File: config.mk
export PLATFORM = sky130hd
export DESIGN_NAME = cache_mem_arbiter_flat
export DESIGN_NICKNAME = d
export VERILOG_FILES = /design/src/rtl/cache_mem_arbiter_if.sv /design/src/rtl/cache_mem_arbiter.sv /design/src/flat_wrapper.sv
export SDC_FILE = /design/constraint.sdc
export NUM_CORES = 1
export LEC_CHECK = 0
export ABC_CLOCK_PERIOD_IN_PS = 1400
export BUFFER_PORTS_ARGS = -buffer_cell sky130_fd_sc_hd__buf_2
export CORE_AREA = 2 2 534 536
export CTS_CLUSTER_DIAMETER = 150
export CTS_CLUSTER_SIZE = 20
export DETAILED_ROUTE_END_ITERATION = 8
export DIE_AREA = 0 0 536 538
export GPL_ROUTABILITY_DRIVEN = 0
export HOLD_SLACK_MARGIN = 0.12
export PLACE_DENSITY_LB_ADDON = 0.2
export SLEW_MARGIN = 20
export SYNTH_ARGS = -nofsm -noshare
export SYNTH_HDL_FRONTEND = slang
export SYNTH_SLANG_ARGS = --single-unit
File: constraint.sdc
create_clock -name clk -period 1.4 [get_ports clk]
set_input_delay 0.21 -clock clk [delete_from_list [all_inputs] [get_ports clk]]
set_output_delay 0.21 -clock clk [all_outputs]
set_load 0.02 [all_outputs]
File: src/rtl/cache_mem_arbiter_if.sv
// Bundle of the I-cache, D-cache and adaptor line ports seen by the arbiter.
// master = arbiter side, slave = caches/adaptor side.
interface cache_mem_arbiter_if #(
  parameter int LINE_W = 256,
  parameter int ADDR_W = 32
);
  logic              icache_read;
  logic [ADDR_W-1:0] icache_address;
  logic [LINE_W-1:0] icache_rdata;
  logic              icache_resp;

  logic              dcache_read;
  logic              dcache_write;
  logic [ADDR_W-1:0] dcache_address;
  logic [LINE_W-1:0] dcache_wdata;
  logic [LINE_W-1:0] dcache_rdata;
  logic              dcache_resp;

  logic              mem_read;
  logic              mem_write;
  logic [ADDR_W-1:0] mem_address;
  logic [LINE_W-1:0] mem_wdata;
  logic [LINE_W-1:0] mem_rdata;
  logic              mem_resp;

  modport master (
    input  icache_read, icache_address,
    output icache_rdata, icache_resp,
    input  dcache_read, dcache_write, dcache_address, dcache_wdata,
    output dcache_rdata, dcache_resp,
    output mem_read, mem_write, mem_address, mem_wdata,
    input  mem_rdata, mem_resp
  );

  modport slave (
    output icache_read, icache_address,
    input  icache_rdata, icache_resp,
    output dcache_read, dcache_write, dcache_address, dcache_wdata,
    input  dcache_rdata, dcache_resp,
    input  mem_read, mem_write, mem_address, mem_wdata,
    output mem_rdata, mem_resp
  );
endinterface

File: src/rtl/cache_mem_arbiter.sv
// Shares one line-wide memory port between I-cache and D-cache, one transaction at a time.
// D-cache has priority; after MAX_D_STREAK D grants with I waiting, the next grant goes to I.
module cache_mem_arbiter #(
  parameter int LINE_W       = 256,
  parameter int ADDR_W       = 32,
  parameter int MAX_D_STREAK = 4
) (
  input logic             clk,
  input logic             rst,
  cache_mem_arbiter_if.master bus
);
  localparam int SW = $clog2(MAX_D_STREAK + 1);
  localparam logic [SW-1:0] STREAK_MAX = SW'(MAX_D_STREAK);

  typedef enum logic [1:0] {IDLE, SERVE_I, SERVE_D_RD, SERVE_D_WR} state_t;

  state_t            state, state_nxt;
  logic [SW-1:0]     streak, streak_nxt;
  logic [ADDR_W-1:0] addr_q, addr_nxt;
  logic [LINE_W-1:0] wdata_q, wdata_nxt;
  logic              d_pend;
  logic              i_forced;

  always_ff @(posedge clk) begin
    if (!rst) begin
      state   <= IDLE;
      streak  <= '0;
      addr_q  <= '0;
      wdata_q <= '0;
    end else begin
      state   <= state_nxt;
      streak  <= streak_nxt;
      addr_q  <= addr_nxt;
      wdata_q <= wdata_nxt;
    end
  end

  always_comb begin
    state_nxt  = state;
    streak_nxt = streak;
    addr_nxt   = addr_q;
    wdata_nxt  = wdata_q;
    d_pend     = bus.dcache_read | bus.dcache_write;
    i_forced   = bus.icache_read && (streak == STREAK_MAX);
    case (state)
      IDLE: begin
        if (d_pend && !i_forced) begin
          addr_nxt = bus.dcache_address;
          if (bus.dcache_write) begin
            state_nxt = SERVE_D_WR;
            wdata_nxt = bus.dcache_wdata;
          end else begin
            state_nxt = SERVE_D_RD;
          end
          // Streak only grows while I is actually being held off.
          if (bus.icache_read)
            streak_nxt = (streak == STREAK_MAX) ? streak : streak + 1'b1;
          else
            streak_nxt = '0;
        end else if (bus.icache_read) begin
          state_nxt  = SERVE_I;
          addr_nxt   = bus.icache_address;
          streak_nxt = '0;
        end
      end
      default: begin
        if (bus.mem_resp)
          state_nxt = IDLE;
      end
    endcase
  end

  assign bus.mem_read    = (state == SERVE_I) || (state == SERVE_D_RD);
  assign bus.mem_write   = (state == SERVE_D_WR);
  assign bus.mem_address = addr_q;
  assign bus.mem_wdata   = wdata_q;

  // Completion is forwarded the same cycle; a resp seen in IDLE is dropped.
  assign bus.icache_resp  = (state == SERVE_I) && bus.mem_resp;
  assign bus.dcache_resp  = ((state == SERVE_D_RD) || (state == SERVE_D_WR)) && bus.mem_resp;
  assign bus.icache_rdata = bus.icache_resp ? bus.mem_rdata : '0;
  assign bus.dcache_rdata = bus.dcache_resp ? bus.mem_rdata : '0;
endmodule

File: src/flat_wrapper.sv
// flat-port wrapper written by rule: the top's interface ports become plain ports
module cache_mem_arbiter_flat 
#(
  parameter int LINE_W       = 256,
  parameter int ADDR_W       = 32,
  parameter int MAX_D_STREAK = 4
)
  (clk, rst, bus_icache_read, bus_icache_address, bus_icache_rdata, bus_icache_resp, bus_dcache_read, bus_dcache_write, bus_dcache_address, bus_dcache_wdata, bus_dcache_rdata, bus_dcache_resp, bus_mem_read, bus_mem_write, bus_mem_address, bus_mem_wdata, bus_mem_rdata, bus_mem_resp);
  cache_mem_arbiter_if #(.LINE_W(LINE_W), .ADDR_W(ADDR_W)) bus_i ();
  input logic clk;
  input logic rst;
  input wire logic [$bits(bus_i.icache_read)-1:0] bus_icache_read;
  input wire logic [$bits(bus_i.icache_address)-1:0] bus_icache_address;
  output wire logic [$bits(bus_i.icache_rdata)-1:0] bus_icache_rdata;
  output wire logic [$bits(bus_i.icache_resp)-1:0] bus_icache_resp;
  input wire logic [$bits(bus_i.dcache_read)-1:0] bus_dcache_read;
  input wire logic [$bits(bus_i.dcache_write)-1:0] bus_dcache_write;
  input wire logic [$bits(bus_i.dcache_address)-1:0] bus_dcache_address;
  input wire logic [$bits(bus_i.dcache_wdata)-1:0] bus_dcache_wdata;
  output wire logic [$bits(bus_i.dcache_rdata)-1:0] bus_dcache_rdata;
  output wire logic [$bits(bus_i.dcache_resp)-1:0] bus_dcache_resp;
  output wire logic [$bits(bus_i.mem_read)-1:0] bus_mem_read;
  output wire logic [$bits(bus_i.mem_write)-1:0] bus_mem_write;
  output wire logic [$bits(bus_i.mem_address)-1:0] bus_mem_address;
  output wire logic [$bits(bus_i.mem_wdata)-1:0] bus_mem_wdata;
  input wire logic [$bits(bus_i.mem_rdata)-1:0] bus_mem_rdata;
  input wire logic [$bits(bus_i.mem_resp)-1:0] bus_mem_resp;
  assign bus_i.icache_read = bus_icache_read;
  assign bus_i.icache_address = bus_icache_address;
  assign bus_icache_rdata = bus_i.icache_rdata;
  assign bus_icache_resp = bus_i.icache_resp;
  assign bus_i.dcache_read = bus_dcache_read;
  assign bus_i.dcache_write = bus_dcache_write;
  assign bus_i.dcache_address = bus_dcache_address;
  assign bus_i.dcache_wdata = bus_dcache_wdata;
  assign bus_dcache_rdata = bus_i.dcache_rdata;
  assign bus_dcache_resp = bus_i.dcache_resp;
  assign bus_mem_read = bus_i.mem_read;
  assign bus_mem_write = bus_i.mem_write;
  assign bus_mem_address = bus_i.mem_address;
  assign bus_mem_wdata = bus_i.mem_wdata;
  assign bus_i.mem_rdata = bus_mem_rdata;
  assign bus_i.mem_resp = bus_mem_resp;
  cache_mem_arbiter #(.LINE_W(LINE_W), .ADDR_W(ADDR_W), .MAX_D_STREAK(MAX_D_STREAK)) u_core (.clk(clk), .rst(rst), .bus(bus_i));
endmodule
==> results.toml <==
[worst_setup_path]
critPathArrivalTime_ns = 2.24
critPathMaxFanout = 44
endpoint_kind = "output pin"
required_ns = 1.19
critical_path_class = "flop to output pin"
worstSetupStartpointType = "flop"

[min_path]
min_path_type = "input port to flop"

[synthesis]
synthXorXnorAreaFrac_pct = 0
synth_cell_types = 31
synthCells = 1994
synth_seq_cells = 293
muxShareOfSynthArea_pct = 0
syn-num-nets = 2582
synth-seq-area-share_pct = 37.17
synth_simple_gate_area_share_pct = 29.15
synthAdderAreaFrac_pct = 0.4757
yosys_warnings = 0
synth_area_per_cell_um2 = 7.914
syn_area_um2 = 15780
synth_compound_area_share_pct = 25.15
synth_top_family_by_area = "simple AND/OR/NAND/NOR gates"

[clocking]
clkTransAtPathRegs_ns = 0.10
clockRootBuffer = "clkbuf_16"
cts_tree = "built"
clockBufferDepth = 3
clk_latency_ns = 0.60
h-tree-depth = 1
cts_buffers = 20
clock-sinks = 293

[detailed_routing]
ant_nets = 0
routed_wl_um = 227000
avgRoutedWirePerCell_um = 29.51
drt_first_pass_iters = 5
drt-initial-drc-count = 1409
drc_errors = 0
vias = 24180
via_per_inst = 3.144

[cells_and_area]
layout.cells.non_filler = 7692
layout_common_cells = "1182 x buf_2, 322 x dlygate4sd3_1, 299 x o21ai_0"
final_layout_size_suffix_gt1_share_pct = 54.08
final_common_cell = "buf_2"
area_delta_synth_final_pct = 128.0
final_util_pct = 12.70
fin_nets = 4291

[floorplan]
die_y_um = 538
io_pins = 1386
rows = 196
core_um2 = 283200
die_w_um = 536
dieArea_um2 = 288400
start_util_pct = 5.571

[timing]
tightest_slew_ns = 0.7238
drv_slew = 0
post-route-period-util_pct = 175.0
whs_ns = 0.1899
max_freq_mhz = 408.2
rsz0062_at_grt = "yes"
relSlewSlack_pct = 51.75
clock_skew_ns = 0.02813
finalHoldViolations = 0
fin_crit_ns = 2.450
worst_slack_ns = -1.050
final-setup-viol-count = 888

[grt]
grt_antenna_before_repair = 192
grt_pass1_vias = 23060
grt_max_degree = 89
grt_pass1_wl_um = 269000
gr-usage-all-layers_pct = 14.63
gr-total-overflow = 0

[placement]
post-place-ws_ns = -0.6146
hpwl_um = 194900
port_buffers = 1385
dp_cells = 7083

[power_and_ir_drop]
p_per_area_nw_per_um2 = 875.9
power_leakage_nw = 16.18
ir_drop_mv = 0.7967

[run_status]
violations = "negative setup slack"
status = "complete, but fails checks"

[flow_run]
maxCapViolations = 0
metal layers:
metal  up-vias  share of wire [%]  track usage (%)
met5         -               0.37                0
met4       120                4.4            5.342
met3       449                 18            12.21
met2      1392                 45            23.84
met1     11540                 32            13.35
li1      10680                  -                -
final timing paths:
path / start / end / slack (ns) / cells past startpoint
max: u_core.state[0] / bus_dcache_rdata[160] / -1.05 / 8
min: bus_dcache_read / u_core.bus.mem_address[25] / 0.19 / 4
max reg2reg: u_core.state[0] / u_core.bus.mem_wdata[81] / -0.51 / 8
min reg2reg: u_core.bus.mem_wdata[178] / u_core.bus.mem_wdata[178] / 0.47 / 2
cells by family (layout without fill, tap and decap cells):
kind of cell               count (synthesis)  after routing
and+or+nand+nor                          788            788
AOI/OAI and AO/OA                        650            650
DFF                                      293            293
buffers and inverters                    257           1972
adders and majority gates                  6              6
other                                      0            221
Yosys cell counts (all sizes together):
library cell / count / share of area [%]
a21boi: 260 / 12
a21oi: 33 / 1.0
a31oi: 32 / 1.3
and2: 258 / 10
and3: 257 / 10
and3b: 1 / 0.056
buf: 84 / 3.9
clkbuf: 169 / 4.1
dfxtp: 293 / 37
ha: 6 / 0.48
inv: 4 / 0.095
nand2: 5 / 0.13
nand2b: 1 / 0.040
nand3: 259 / 8.2
nand4: 2 / 0.079
nor2: 1 / 0.024
nor3b: 2 / 0.095
nor4b: 1 / 0.056
o21a: 2 / 0.095
o21ai: 321 / 10
o31a: 1 / 0.056
o31ai: 1 / 0.13
or2: 1 / 0.040
layout make-up:
class	count	area [um^2]
sequential	293	5871
antenna	221	553.0
clock buffer	22	508.0
fill	32960	247300
tap	3762	4707
timing repair buffer	1940	14400
multi-input combinational	1444	9827
clock inverter	6	98.84
inverter	4	17.52
sequential cells by signal, indices dropped and copies added, names as in the netlist:
name	count
u_core.streak	3
u_core.bus.mem_wdata	256
u_core.state	2
u_core.bus.mem_address	32
what timing repair did:
action                     4_1_cts  5_1_grt
hold buffers                   322        0
buffers inserted                 7        7
hold endpoints to repair       289        0
pin swaps                        3       22
gates resized for setup        127      387
setup endpoints to repair     1042     1049
gates cloned                     4       22
worst max-delay path: stages (launching register included):
cell and delay [ns]:
dfxtp_4 0.38, inv_4 0.03, buf_6 0.11, ha_4 0.15, o21a_4 0.25, buf_12 0.16
buf_12 0.17, and2_2 0.21, buf_2 0.15
where the power goes:
part / total (mW) / internal, mW / leakage, nW / switching, mW
Sequential: 9.59 / 9.16 / 2.40 / 0.430
Clock: 6.68 / 2.88 / 0.296 / 3.80
Combinational: 15.2 / 6.15 / 13.5 / 9.09
through the flow:
step	TNS (ns)	total power [mW]	cell area, um^2
3_5_place_dp	-298.05	22.51	29140
6_report	-610.01	31.51	35980
4_1_cts	-672.73	30.94	33610
2_1_floorplan	-91.96	15.61	16640
3_3_place_gp	-295.32	22.55	29140
5_1_grt	-708.53	33.11	35610
Power figures use the tool's default switching activity.
